==> src/rtl/seq_calc_core.sv <==
// seq_calc_core: small sequential calculator.
// Single-cycle ADD/SUB/NOT/AND/OR/XOR, iterative shift-add MUL and
// restoring DIV (one bit per cycle). Results are registered and only
// published together with a one-cycle done pulse.
module seq_calc_core #(
  parameter int WIDTH = 8
) (
  input  logic               clk,
  input  logic               rst_n,
  input  logic               start,
  input  logic [2:0]         op,
  input  logic [WIDTH-1:0]   a,
  input  logic [WIDTH-1:0]   b,
  output logic               busy,
  output logic               done,
  output logic [2*WIDTH-1:0] result,
  output logic [WIDTH-1:0]   remainder,
  output logic               err,
  output logic               neg
);

  localparam logic [2:0] OP_MUL = 3'b000;
  localparam logic [2:0] OP_ADD = 3'b001;
  localparam logic [2:0] OP_DIV = 3'b010;
  localparam logic [2:0] OP_SUB = 3'b011;
  localparam logic [2:0] OP_NOT = 3'b100;
  localparam logic [2:0] OP_AND = 3'b101;
  localparam logic [2:0] OP_OR  = 3'b110;
  localparam logic [2:0] OP_XOR = 3'b111;

  localparam int              CNT_W     = $clog2(WIDTH);
  localparam logic [CNT_W-1:0] LAST_ITER = CNT_W'(WIDTH - 1);

  typedef enum logic [1:0] {
    IDLE = 2'd0,
    MUL  = 2'd1,
    DIV  = 2'd2
  } state_t;

  state_t state_q, state_d;

  logic               accept;
  logic               last_iter;
  logic               div_by_zero;

  // Iteration registers: multiplicand/multiplier/product for MUL,
  // divisor/quotient/partial remainder for DIV.
  logic [2*WIDTH-1:0] mcand_q;
  logic [WIDTH-1:0]   mplier_q;
  logic [2*WIDTH-1:0] prod_q;
  logic [WIDTH-1:0]   divisor_q;
  logic [WIDTH-1:0]   quot_q;
  logic [WIDTH-1:0]   rem_q;
  logic [CNT_W-1:0]   count_q;

  logic [2*WIDTH-1:0] prod_next;
  logic [WIDTH-1:0]   div_low;
  logic               div_fits;
  logic [WIDTH-1:0]   rem_next;
  logic [WIDTH-1:0]   quot_next;

  logic [WIDTH:0]     add_sum;
  logic [2*WIDTH-1:0] alu_result;
  logic               alu_neg;

  // State register for the control FSM.
  always_ff @(posedge clk or negedge rst_n) begin
    if (!rst_n) begin
      state_q <= IDLE;
    end else begin
      state_q <= state_d;
    end
  end

  // Next-state logic: only IDLE accepts; MUL/DIV run until the last iteration.
  always_comb begin
    state_d     = state_q;
    accept      = 1'b0;
    busy        = 1'b0;
    last_iter   = (count_q == LAST_ITER);
    div_by_zero = (b == '0);
    case (state_q)
      IDLE: begin
        if (start) begin
          accept = 1'b1;
          if (op == OP_MUL) begin
            state_d = MUL;
          end else if (op == OP_DIV && !div_by_zero) begin
            state_d = DIV;
          end
        end
      end
      MUL, DIV: begin
        busy = 1'b1;
        if (last_iter) begin
          state_d = IDLE;
        end
      end
      default: state_d = IDLE;
    endcase
  end

  // Single-cycle operations, evaluated directly from the live inputs.
  always_comb begin
    add_sum    = {1'b0, a} + {1'b0, b};
    alu_result = '0;
    alu_neg    = 1'b0;
    case (op)
      OP_ADD: alu_result = {{(WIDTH-1){1'b0}}, add_sum};
      OP_SUB: begin
        alu_result = {{WIDTH{1'b0}}, a - b};
        alu_neg    = (a < b);
      end
      OP_NOT: alu_result = {{WIDTH{1'b0}}, ~a};
      OP_AND: alu_result = {{WIDTH{1'b0}}, a & b};
      OP_OR:  alu_result = {{WIDTH{1'b0}}, a | b};
      OP_XOR: alu_result = {{WIDTH{1'b0}}, a ^ b};
      default: alu_result = '0;
    endcase
  end

  // One iteration step of each algorithm. For DIV the shifted partial
  // remainder is WIDTH+1 bits; its top bit is rem_q's MSB, which forces a
  // subtract, and the WIDTH-bit difference is exact in that case.
  always_comb begin
    prod_next = prod_q + (mplier_q[0] ? mcand_q : '0);
    div_low   = {rem_q[WIDTH-2:0], quot_q[WIDTH-1]};
    div_fits  = rem_q[WIDTH-1] | (div_low >= divisor_q);
    rem_next  = div_fits ? (div_low - divisor_q) : div_low;
    quot_next = {quot_q[WIDTH-2:0], div_fits};
  end

  // Datapath: latch operands on accept, iterate, publish on completion.
  always_ff @(posedge clk or negedge rst_n) begin
    if (!rst_n) begin
      mcand_q   <= '0;
      mplier_q  <= '0;
      prod_q    <= '0;
      divisor_q <= '0;
      quot_q    <= '0;
      rem_q     <= '0;
      count_q   <= '0;
      done      <= 1'b0;
      result    <= '0;
      remainder <= '0;
      err       <= 1'b0;
      neg       <= 1'b0;
    end else begin
      done <= 1'b0;
      if (accept) begin
        case (op)
          OP_MUL: begin
            mcand_q  <= {{WIDTH{1'b0}}, a};
            mplier_q <= b;
            prod_q   <= '0;
            count_q  <= '0;
          end
          OP_DIV: begin
            if (div_by_zero) begin
              result    <= '1;
              remainder <= a;
              err       <= 1'b1;
              neg       <= 1'b0;
              done      <= 1'b1;
            end else begin
              divisor_q <= b;
              quot_q    <= a;
              rem_q     <= '0;
              count_q   <= '0;
            end
          end
          default: begin
            result    <= alu_result;
            remainder <= '0;
            err       <= 1'b0;
            neg       <= alu_neg;
            done      <= 1'b1;
          end
        endcase
      end else if (state_q == MUL) begin
        prod_q   <= prod_next;
        mcand_q  <= mcand_q << 1;
        mplier_q <= mplier_q >> 1;
        count_q  <= count_q + CNT_W'(1);
        if (last_iter) begin
          result    <= prod_next;
          remainder <= '0;
          err       <= 1'b0;
          neg       <= 1'b0;
          done      <= 1'b1;
        end
      end else if (state_q == DIV) begin
        quot_q  <= quot_next;
        rem_q   <= rem_next;
        count_q <= count_q + CNT_W'(1);
        if (last_iter) begin
          result    <= {{WIDTH{1'b0}}, quot_next};
          remainder <= rem_next;
          err       <= 1'b0;
          neg       <= 1'b0;
          done      <= 1'b1;
        end
      end
    end
  end

endmodule

==> config.mk <==
export PLATFORM = sky130hd
export DESIGN_NAME = seq_calc_core
export DESIGN_NICKNAME = d
export VERILOG_FILES = /design/src/rtl/seq_calc_core.sv
export SDC_FILE = /design/constraint.sdc
export NUM_CORES = 1
export LEC_CHECK = 0
export ABC_AREA = 1
export BUFFER_PORTS_ARGS = -buffer_cell sky130_fd_sc_hd__buf_2
export CORE_ASPECT_RATIO = 0.5
export CORE_MARGIN = 1
export CORE_UTILIZATION = 52
export CTS_CLUSTER_SIZE = 28
export DETAILED_ROUTE_END_ITERATION = 8
export HOLD_SLACK_MARGIN = 0.1
export PLACE_DENSITY = 0.7
export SYNTH_ARGS = -nofsm -noshare
export SYNTH_HDL_FRONTEND = slang
export SYNTH_SLANG_ARGS = --single-unit
==> constraint.sdc <==
create_clock -name clk -period 4.09 [get_ports clk]
set_input_delay 0.2045 -clock clk [delete_from_list [all_inputs] [get_ports clk]]
set_output_delay 0.2045 -clock clk [all_outputs]
set_load 0.02 [all_outputs]
# ---- After elaboration in Yosys (flattened, before gate mapping)
# Index checks and enable logic that the tools add are counted.
dict set report op_classes {
  add_sub_neg 5
  magnitude_cmp 2
  eq_ne 23
  muxes 68
  bitwise_logic 6
  reduce_logical 16
}
# op count
set ops {}
lappend ops {{2-to-1 mux 16 bit} 13}
lappend ops {{2-to-1 mux 8 bit} 20}
lappend ops {{one-hot mux 9 bit (6 select lines)} 1}
lappend ops {{one-hot mux 16 bit (2 select lines)} 1}
lappend ops {{2-to-1 mux 1 bit} 19}
lappend ops {{adder 16 bit} 1}
lappend ops {{one-hot mux 8 bit (2 select lines)} 1}
lappend ops {{subtractor 8 bit} 2}
lappend ops {{== test 3 bit (second input constant)} 5}
lappend ops {{inequality test 3 bit (second input constant)} 5}
lappend ops {{2-to-1 mux 3 bit} 4}
lappend ops {{AND reduction 3 bit} 4}
lappend ops {{inequality test 2 bit (second input constant)} 5}
lappend ops {{adder 8 x 8 -> 9 bit} 1}
lappend ops {{AND 8 bit} 1}
lappend ops {{>= comparator 8 bit} 1}
lappend ops {{zero test 8 bit} 1}
lappend ops {{less-than comparator 8 bit} 1}
lappend ops {{2-to-1 mux 2 bit} 4}
lappend ops {{inverter 8 bit} 1}
lappend ops {{OR 8 bit} 1}
lappend ops {{XOR 8 bit} 1}
lappend ops {{== test 3 x 2 -> 1 bit (second input constant)} 2}
lappend ops {{one-hot mux 1 bit (2 select lines)} 3}
lappend ops {{other kinds (20)} 22}
dict set report word_totals {
  regBits 96
  in_bits 22
  output_inout_bits 28
  wordCells 133
}

# ---- Longest topological paths before layout
# Gate-level depths: netlist (run 1).
dict set report logic_depth {
  ltp_word 7
  mapped_depth 14
  depth_no_buf 14
}

# ---- Least setup slack after synthesis (run 1)
# OpenSTA, ideal clock, no wires.
dict set report synth_timing {
  kind {reg2reg}
  from {register mplier_q[0]}
  to {register result[8]}
  setup_time_ns 0.117
  arrival_ns 2.059
  required_time_ns 3.973
  setup_slack_ns 1.915
  stages_incl_launch_ff 15
  n_path_buf 2
  synth_period_minus_slack_ns 2.175
  path_cell_list {dfrtp_1 > clkbuf_1 > clkbuf_1 > nand2_1 > inv_1 > ha_1 > nand2_1 > nand3_1 > nand2_1 > nand3_1 > or2_2 > nand3_1 > nand2_1 > nand2_1 > nand2_1}
}
dict set report synth_between {
  elab_chain_cells 5
}
# item line_no
set synth_lines {}
lappend synth_lines {{from (decl)} 49} ;# logic [WIDTH-1:0] mplier_q;
lappend synth_lines {{from (signal assigned)} 183} ;# mplier_q <= mplier_q >> 1;
lappend synth_lines {{2-to-1 mux 16 bit} 126} ;# prod_next = prod_q + (mplier_q[0] ? mcand_q : '0);
lappend synth_lines {{adder 16 bit} 126}
lappend synth_lines {{2-to-1 mux 16 bit} 185} ;# if (last_iter) begin
lappend synth_lines {{2-to-1 mux 16 bit} 180} ;# end else if (state_q == MUL) begin
lappend synth_lines {{2-to-1 mux 16 bit} 150} ;# if (accept) begin
lappend synth_lines {{to (signal assigned)} 173} ;# result <= alu_result;
lappend synth_lines {{to (signal assigned)} 186} ;# result <= prod_next;
lappend synth_lines {{to (signal assigned)} 197} ;# result <= {{WIDTH{1'b0}}, quot_next};
lappend synth_lines {{to (decl)} 16} ;# output logic [2*WIDTH-1:0] result,
# Every way passes these cells. The select of a mux whose other input is x is not followed.
# A chain may end at the register's enable or synchronous reset.

# ---- Final worst setup path (run 1)
dict set report layout_timing {
  from {register state_q[0]}
  to {register result[9]}
}
dict set report layout_between {
  elab_chain_cells 4
  word_cells_on_any_way 12
  cone_classes {eq/ne (6); mux (3); reduce/logical (3)}
}
# item line_no
set layout_lines {}
lappend layout_lines {{from (decl)} 40} ;# state_t state_q, state_d;
lappend layout_lines {{from (signal assigned)} 71} ;# state_q <= state_d;
lappend layout_lines {{zero test 2 bit} 82} ;# case (state_q)
lappend layout_lines {{2-to-1 mux 1 bit} 82}
lappend layout_lines {{inequality test 3 bit (no line), or another cell as far along} n/a}
lappend layout_lines {{AND reduction 5 bit (no line)} n/a}
# Several ways; a longest one is shown, not always the timed one.

==> results of run 1 <==
synth_stat cells (all sizes together):
cell	count	area, um2
nand2	285	1122
inv	153	576.8
dfrtp	96	2402
nor2	87	389.1
a21oi	60	315.3
nand3	56	292.8
o21ai	55	279.0
ha	52	650.6
o22ai	22	137.6
buf	14	91.33
nand4	12	75.07
nand3b	10	75.07
nor3	9	45.04
a22oi	7	52.55
clkbuf	7	26.28
xor2	7	61.31
a31oi	5	31.28
o211ai	5	37.54
or2	5	31.28
fa	4	80.08
a22o	3	26.28
and2	2	12.51
o221ai	2	17.52
xnor2	2	17.52
a21boi	1	7.510
nand2b	1	6.260
o21a	1	7.510
o21bai	1	7.510
cell families (layout without fill, tap and decap cells):
| kind of cell | Yosys count | count (layout) |
|---|---|---|
| XOR/XNOR | 9 | 9 |
| adder cells (fa/ha/maj) | 56 | 56 |
| AO/OA/AOI/OAI | 162 | 162 |
| AND/OR/NAND/NOR | 467 | 467 |
| flip-flops | 96 | 96 |
| buffers and inverters | 174 | 223 |
final cells by class:
cell class,count,area share
Inverter,153,0.07620
Sequential cell,96,0.3174
Tap cell,170,0.02810
Clock buffer,9,0.02975
Multi-Input combinational cell,694,0.4992
Timing Repair Buffer,54,0.03802
Clock inverter,7,0.01140
per-layer routing:
metal | global-route usage | up-vias
met1 | 0.4293 | 3048
met3 | 0.05894 | 19
met2 | 0.4492 | 212
li1 | - | 3187
met4 | 0.05254 | 0
met5 | 0 | -
flip-flops by register name, indices dropped and copies added (netlist names):
signal     count
rem_q          8
mcand_q       16
divisor_q      8
mplier_q       8
neg            1
remainder      8
quot_q         8
prod_q        16
err            1
done           1
result        16
state_q        2
count_q        3
worst max-delay path, cell delays in order (launching register included):
cell	delay, ns
dfrtp_1	0.40
inv_1	0.09
ha_1	0.20
nand2_2	0.09
inv_4	0.25
nor2_2	0.05
buf_4	0.21
nand2_1	0.09
inv_1	0.07
nor2_4	0.14
nand2_4	0.14
nor2_1	0.67
a21oi_1	0.18
worst max-delay path by stage:
| stage | end | slack [ns] | from |
|---|---|---|---|
| 4_1_cts | result[9]$_DFFE_PN0P_ | 1.38 | state_q[0]$_DFFE_PN0P_ |
| 5_1_grt | result[9]$_DFFE_PN0P_ | 1.24 | state_q[1]$_DFFE_PN0P_ |
| 3_5_place_dp | result[9]$_DFFE_PN0P_ | 1.40 | state_q[0]$_DFFE_PN0P_ |
| 6_report | result[9]$_DFFE_PN0P_ | 1.33 | state_q[0]$_DFFE_PN0P_ |
| 2_1_floorplan | result[8]$_DFFE_PN0P_ | 1.91 | mplier_q[0]$_DFFE_PN0P_ |
| 3_3_place_gp | result[7]$_DFFE_PN0P_ | 1.53 | state_q[0]$_DFFE_PN0P_ |
placed cells by master (no fill, tap or decap), drive strengths merged, types with 7 or more instances in the layout:
cell	n
nor2	87
nand3b	10
xor2	7
a22oi	7
o22ai	22
inv	155
dfrtp	96
ha	52
nand3	56
nand2	285
nor3	9
nand4	12
a21oi	60
buf	53
clkbuf	9
o21ai	55
where the power goes:
part           total (W)  switching [W]  internal (W)
logic            0.00290        0.00191      0.000986
registers        0.00167       0.000291       0.00138
clock network   0.000868       0.000431      0.000437
metrics by stage:
stage / instance area (um2) / hold slack [ns] / total power (W)
2_1_floorplan: 6875 / -0.09109 / 0.003767
3_3_place_gp: 7248 / 0.3329 / 0.004479
3_5_place_dp: 7248 / 0.3451 / 0.004539
4_1_cts: 7570 / 0.1796 / 0.005433
5_1_grt: 7570 / 0.1912 / 0.005880
6_report: 7570 / 0.1888 / 0.005440
repair_timing:
action                                  CTS  global route
endpoints found under the setup margin    0             0
hold endpoints to repair                 59             0
hold buffers                              1             0
==> impl_metrics.csv, run 1 <==
group,metric,value,unit
die,core-area,12770,um2
clock_tree,cts_max_path_buffers,2,
synthesis,synth_top_family_by_area,"simple AND/OR/NAND/NOR gates",
synthesis,yosysSeqAreaShare,0.3494,
die,dieArea,13710,um2
sta,drv_slew,0,
sta,worst_slew_pin_slew,0.8905,ns
placement,hpwlAfterDp,14770,um
finish,antenna-diode-count,0,
sta,fin_crit_sh,0.6742,
drt,initialDrtViolationCount,586,
sta,finalClockSkew,0.01197,ns
setup_path,rrSetupSlack,1.33,ns
hold_path,hp-class,"in -> reg",
drt,drc,0,
clock_tree,cts-resized-gates,0,
synthesis,synth_cell_types,42,
global_routing,grt_use_total,0.2930,
setup_path,r2r_cells,12,
drt,antenna_left,0,
finish,final_net_count,1086,
synthesis,yosysWarnings,0,
sta,setup_tns,0,ns
drt,via_per_inst,5.466,
global_routing,grt_pass1_vias,5906,
clock_tree,htreeDepth,3,
finish,n_fill_cell,1193,
setup_path,crit_path_end_kind,"flop",
synthesis,synth_area,6875,um2
sta,hold_violations,0,
sta,rsz0062_at_grt,"false",
hold_path,min_from,"b[0]",
placement,io_buffers,49,
placement,placed_cells,1166,
outcome,status,"completed",
finish,instances_no_fill,1183,
die,row_count,29,
power,powerDensity,718.6,nW/um2
finish,regArea,2402,um2
clock_tree,cts_tree,"built",
setup_path,path_max_fanout,23,
power,p_leak,4.191,nW
sta,fin_crit,2.758,ns
clock_tree,cts-root-buf,"clkbuf_16",
drt,wl,19240,um
synthesis,synth-xor-area-share,0.01146,
setup_path,reg2reg_from,"state_q[0]$_DFFE_PN0P_",
global_routing,grt_pass1_wl,30660,um
hold_path,hold_depth,3,
global_routing,grt_start_max_net_pins,61,
setup_path,crit_arrival,2.96,ns
drt,wire_per_inst,16.27,um
setup_path,rr_endpoint,"result[9]$_DFFE_PN0P_",
setup_path,crit_required,4.29,ns
drt,dr_wl_met2,8483,um
setup_path,critPathKind,"reg -> reg",
finish,multi_input_area,3779,um2
placement,finalWeightedCongestion,0.9326,
clock_tree,clock-sinks,96,
synthesis,synth-seq-cells,96,
run,maxCapViolCount,0,
synthesis,yosys.area_share.simple,0.2981,
power,ir_worst_vdd,0.3967,mV
drt,vias,6466,
drt,wl_met1,9189,um
finish,syn2layout_area_growth,10.10,%
synthesis,synthMuxAreaShare,0,
drt,routed-wl-met3,1354,um
sta,fmax,362.6,MHz
sta,slew_headroom,0.4017,
placement,place_ws,1.405,ns
synthesis,syn_area_per_cell,7.132,um2
sta,worst_slack,1.332,ns
finish,fin_util,0.5927,
clock_tree,post_cts_buffers,0,
die,die_y,83.31,um
die,die_width,164.6,um
setup_path,start_kind,"flop",
die,initial_core_util,0.5383,
clock_tree,numCtsBuffers,9,
synthesis,syn_nets,1042,
sta,setup_violations,0,
synthesis,synth_fa_ha_area_frac,0.1063,
finish,drive_above_1_share,0.1027,
hold_path,hold_end,"mplier_q[0]$_DFFE_PN0P_",
drt,highest_layer,"met4",
global_routing,gr-total-overflow,0,
drt,drtPass1Iterations,7,
global_routing,antenna_found_initial,0,
clock_tree,path_clk_slew,0.08,ns
die,io_pins,50,
synthesis,synth_compound_area_frac,0.1338,
synthesis,syn-instance-count,964,
clock_tree,insertion_delay,0.36,ns
Power figures use the tool's default switching activity.
==> run 2, diff against run 1 <==
Clock period 4.09 ns to 2.7 ns, I/O delays scaled along.
==> run 2 against run 1 <==
  * Register-to-register slack lost 0.99 ns
  * Largest power group unchanged
  * Worst hold slack got worse by 0.051 ns
  * Count of clock-buffer cells in the layout is the same
  * Utilization increased by 0.55 points
  * Clock power increased by 49%
  * Global-route usage is 0.33 points higher
  * Sequential share of layout area shrank 0.29 points
==> impl_metrics.csv, run 2 (synthesis gave the netlist of run 1 again) <==
group,metric,value,unit
outcome,status,"completed",
power,power,0.008344,W
setup_path,path_common_cell,"nand2_1",
placement,finalWeightedCongestion,0.8795,
sta,fin_crit,2.362,ns
clock_tree,post_cts_buffers,0,
power,powerDensity,1092,nW/um2
finish,drive_above_1_share,0.1106,
finish,layout_common_cells,"279 x nand2_1, 145 x inv_1, 96 x dfrtp_1, 77 x nor2_1, 56 x a21oi_1",
global_routing,grt_use_total,0.2963,
finish,final_common_cell,"nand2_1",
finish,antenna-diode-count,0,
finish,n_fill_cell,1226,
die,core-area,12770,um2
setup_path,reg2reg_from,"divisor_q[0]$_DFFE_PN0P_",
hold_path,hold_depth,3,
placement,place_ws,0.3619,ns
finish,reg_top3,"mcand_q: 16 flops, prod_q: 16 flops, result: 16 flops",
global_routing,grt_pass1_wl,31170,um
drt,wl,19480,um
sta,finalClockSkew,0.007256,ns
drt,drtPass1Iterations,5,
clock_tree,path_clk_slew,0.08,ns
power,ir_worst_vdd,0.7293,mV
sta,worst_slew_pin_slew,0.6910,ns
finish,final_net_count,1095,
die,initial_core_util,0.5383,
clock_tree,clock-sinks,96,
setup_path,critPathKind,"reg -> reg",
global_routing,antenna_found_initial,0,
sta,hold_violations,0,
setup_path,rr_endpoint,"remainder[1]$_DFFE_PN0P_",
sta,fin_crit_sh,0.8748,
hold_path,hp-class,"in -> reg",
placement,hpwlAfterDp,14880,um
drt,drc,0,
finish,instances_no_fill,1192,
sta,slew_headroom,0.5345,
setup_path,worstSetupPathDepth,9,
setup_path,path_max_fanout,7,
die,die_y,83.31,um
drt,via_per_inst,5.463,
global_routing,grt_start_max_net_pins,97,
drt,vias,6512,
placement,placed_cells,1175,
power,p_leak,4.232,nW
setup_path,crit_arrival,2.63,ns
setup_path,max_stage_delay,0.40,ns
setup_path,r2r_cells,9,
setup_path,crit_end,"remainder[1]$_DFFE_PN0P_",
clock_tree,insertion_delay,0.35,ns
finish,syn2layout_area_growth,11.12,%
sta,drv_slew,0,
sta,rsz0062_at_grt,"false",
sta,setup_tns,0,ns
die,die_width,164.6,um
global_routing,grt_pass1_vias,5918,
sta,setup_violations,0,
drt,initialDrtViolationCount,631,
clock_tree,cts_max_path_buffers,2,
clock_tree,cts-root-buf,"clkbuf_16",
setup_path,rrSetupSlack,0.34,ns
setup_path,critical_path_buf_inv_count,1,
setup_path,crit_required,2.97,ns
drt,wire_per_inst,16.34,um
setup_path,crit_slowest_cell,"dfrtp_1",
setup_path,worstPathCellList,"ha_1 -> fa_1 -> o21ai_0 -> nand2_1 -> nand4_1 -> inv_1 -> nand2_1 -> nand3_1 -> a21oi_1",
sta,fmax,423.4,MHz
setup_path,start_kind,"flop",
global_routing,gr-total-overflow,0,
drt,antenna_left,0,
setup_path,cp_top_family,"adder cells",
sta,worst_slack,0.3379,ns
die,io_pins,50,
die,row_count,29,
clock_tree,cts_tree,"built",
setup_path,crit_path_start,"divisor_q[0]$_DFFE_PN0P_",
placement,io_buffers,49,
run,maxCapViolCount,0,
setup_path,crit_path_end_kind,"flop",
die,dieArea,13710,um2
clock_tree,numCtsBuffers,9,
clock_tree,htreeDepth,3,
-- run 2: cell count changes in the layout (fill, tap and decap cells not counted) --
cell	before	now
clkinvlp_4	0	2
buf_4	5	13
buf_12	0	1
clkinv_4	2	0
clkinv_8	3	2
inv_6	1	2
-- run 2: timing repair --
item                                   4_1_cts  5_1_grt
hold buffers                                 1        0
endpoints found under the hold margin       96        0
resized for setup                            0        0
-- run 2: worst min path at each step --
stage          start                       to  slack (ns)
2_1_floorplan  rst_n   count_q[0]$_DFFE_PN0P_       -0.16
3_3_place_gp   rst_n    prod_q[9]$_DFFE_PN0P_        0.24
3_5_place_dp   rst_n    prod_q[9]$_DFFE_PN0P_        0.24
4_1_cts         b[0]  mplier_q[0]$_DFFE_PN0P_        0.12
5_1_grt         b[0]  mplier_q[0]$_DFFE_PN0P_        0.13
6_report        b[0]  mplier_q[0]$_DFFE_PN0P_        0.14
-- run 2: final cells by class --
cell class,instances,area (um2),area share
Tap cell,170,212.7,0.02784
Multi-Input combinational cell,694,3779,0.4946
Timing Repair Buffer,63,367.9,0.04815
Clock inverter,7,76.32,0.009990
Inverter,153,576.8,0.07550
Sequential cell,96,2402,0.3144
Clock buffer,9,225.2,0.02948
-- run 2: metrics by stage --
step,cell area [um2],util,hold WS (ns)
2_1_floorplan,6875,-,-0.1606
3_3_place_gp,7328,0.5738,0.2356
3_5_place_dp,7328,0.5738,0.2389
4_1_cts,7640,0.5982,0.1190
5_1_grt,7640,0.5982,0.1315
6_report,7640,0.5982,0.1374
-- run 2: worst min-delay path, delay by kind of cell --
family                 cells  cell delay (ns)
AO/OA/AOI/OAI              1             0.08
buffers and inverters      1             0.14
AND/OR/NAND/NOR            1             0.10
-- run 2: where the power goes --
| part | internal (W) | leakage, nW | switching (W) |
|---|---|---|---|
| clock | 0.000654 | 0.140 | 0.000636 |
| combinational | 0.00157 | 2.88 | 0.00298 |
| sequential | 0.00210 | 1.22 | 0.000411 |
-- run 2: routing by layer --
metal / GRT usage / up-vias / part of all wire
li1: - / 3208 / -
met2: 0.4461 / 246 / 0.43
met3: 0.04496 / 18 / 0.073
met5: 0 / - / 0
met1: 0.4496 / 3040 / 0.49
met4: 0.05505 / 0 / 0.0083
==> run 3, diff against run 2 <==
Settings changed: CORE_UTILIZATION 52 to 48, PLACE_DENSITY 0.7 to 0.66.
==> run 3 against run 2 <==
  * Non-clock buffer count up 3
  * Cell area up 0.36%
  * Sequential power about the same
  * Largest power group unchanged
==> impl_metrics.csv, run 3 (synthesis gave the netlist of run 1 again) <==
group,metric,value,unit
drt,drc,0,
sta,worst_slew_pin_slew,0.6474,ns
finish,final_net_count,1098,
power,powerDensity,1083,nW/um2
setup_path,worstPathCellList,"ha_1 -> fa_1 -> o21ai_0 -> nand2_1 -> nand4_1 -> inv_1 -> nand2_1 -> nand3_1 -> o21ai_0",
setup_path,path_max_fanout,7,
power,p_leak,4.243,nW
die,dieArea,14840,um2
sta,fin_crit_sh,0.8440,
setup_path,critPathKind,"reg -> reg",
die,die_y,86.63,um
hold_path,hold_end,"divisor_q[3]$_DFFE_PN0P_",
drt,initialDrtViolationCount,501,
global_routing,grt_pass1_wl,31390,um
sta,slew_headroom,0.5638,
sta,rsz0062_at_grt,"false",
setup_path,rr_endpoint,"rem_q[5]$_DFFE_PN0P_",
hold_path,min_from,"b[3]",
setup_path,max_stage_delay,0.41,ns
global_routing,gr-total-overflow,0,
global_routing,grt_use_total,0.2782,
clock_tree,htreeDepth,3,
setup_path,crit_required,2.97,ns
global_routing,grt_start_max_net_pins,44,
global_routing,antenna_found_initial,0,
setup_path,crit_arrival,2.55,ns
drt,via_per_inst,5.396,
placement,place_ws,0.4503,ns
sta,worst_slack,0.4213,ns
setup_path,reg2reg_from,"divisor_q[0]$_DFFE_PN0P_",
clock_tree,post_cts_buffers,0,
finish,syn2layout_area_growth,11.52,%
clock_tree,cts_hold_buf,1,
setup_path,rrSetupSlack,0.42,ns
sta,hold_slack,0.1451,ns
sta,drv_slew,0,
placement,finalWeightedCongestion,0.9087,
sta,finalClockSkew,0.009214,ns
die,die_width,171.3,um
sta,fin_crit,2.279,ns
placement,placed_cells,1200,
setup_path,cp_top_family,"adder cells",
finish,drive_above_1_share,0.1132,
clock_tree,cts-resized-gates,0,
hold_path,hold_depth,3,
sta,fmax,438.8,MHz
clock_tree,cts-root-buf,"clkbuf_16",
clock_tree,numCtsBuffers,9,
finish,final_common_cell,"nand2_1",
drt,vias,6567,
outcome,status,"completed",
setup_path,crit_path_start,"divisor_q[0]$_DFFE_PN0P_",
setup_path,crit_slowest_cell,"o21ai_0",
clock_tree,path_clk_slew,0.08,ns
placement,hpwlAfterDp,15230,um
placement,io_buffers,49,
clock_tree,insertion_delay,0.36,ns
clock_tree,cts_tree,"built",
drt,antenna_left,0,
run,maxCapViolCount,0,
hold_path,hp-class,"in -> reg",
setup_path,start_kind,"flop",
drt,drtPass1Iterations,5,
setup_path,crit_path_end_kind,"flop",
setup_path,critical_path_buf_inv_count,1,
finish,layout_common_cells,"279 x nand2_1, 145 x inv_1, 96 x dfrtp_1, 77 x nor2_1, 56 x a21oi_1",
sta,setup_tns,0,ns
die,initial_core_util,0.4991,
clock_tree,clock-sinks,96,
power,ir_worst_vdd,0.5111,mV
finish,instances_no_fill,1217,
finish,antenna-diode-count,0,
drt,wire_per_inst,16.18,um
clock_tree,cts_max_path_buffers,2,
setup_path,r2r_cells,9,
drt,wl,19690,um
sta,setup_violations,0,
die,row_count,30,
finish,reg_top3,"mcand_q: 16 flops, prod_q: 16 flops, result: 16 flops",
die,io_pins,50,
die,core-area,13780,um2
global_routing,grt_pass1_vias,6016,
sta,hold_violations,0,
[run 3: changes by cell type in the layout (fill, tap and decap cells not counted)]
cell / previous run / this run
clkinv_8: 2 / 1
clkinv_2: 0 / 1
buf_4: 13 / 17
clkinvlp_4: 2 / 1
buf_12: 1 / 0
clkinv_4: 0 / 1
[run 3: power breakdown]
group | internal [W] | total [W] | switching [W]
Combinational | 0.00158 | 0.00451 | 0.00293
Sequential | 0.00210 | 0.00250 | 0.000402
Clock | 0.000647 | 0.00129 | 0.000647
[run 3: worst max path at each step]
stage	to	slack [ns]	cells past startpoint
floorplan	result[8]$_DFFE_PN0P_	0.52	14
global placement	result[6]$_DFFE_PN0P_	0.52	11
detailed placement	result[8]$_DFFE_PN0P_	0.45	13
CTS	result[8]$_DFFE_PN0P_	0.44	13
global route	rem_q[5]$_DFFE_PN0P_	0.17	9
finish	rem_q[5]$_DFFE_PN0P_	0.42	9
[run 3: per-layer routing]
layer	part of all wire	track usage	up-vias
met5	0	0	-
met1	0.49	0.3980	3118
met4	0.0098	0.06250	0
met3	0.066	0.05525	18
li1	-	-	3212
met2	0.44	0.4339	219
[run 3: area by class of cell]
cell class                 instances  area (um2)
fill                            1349        6108
multi-input combinational        694        3779
sequential                        96        2402
inverter                         153       576.8
timing repair buffer              66       377.9
tap                              192       240.2
clock buffer                       9       225.2
clock inverter                     7       66.31
[run 3: tightest hold or removal path: cells and delay by family]
kind,cells,cell delay [ns]
AOI/OAI and AO/OA,1,0.08
and+or+nand+nor,1,0.10
buffers and inverters,1,0.13
[run 3: metrics by stage]
step / util / power, W / cell area (um2)
after floorplan: - / 0.005707 / 6875
after global placement: 0.5347 / 0.006911 / 7366
after detailed placement: 0.5347 / 0.006974 / 7366
after CTS: 0.5566 / 0.008291 / 7667
after global routing: 0.5566 / 0.008972 / 7667
final: 0.5566 / 0.008304 / 7667
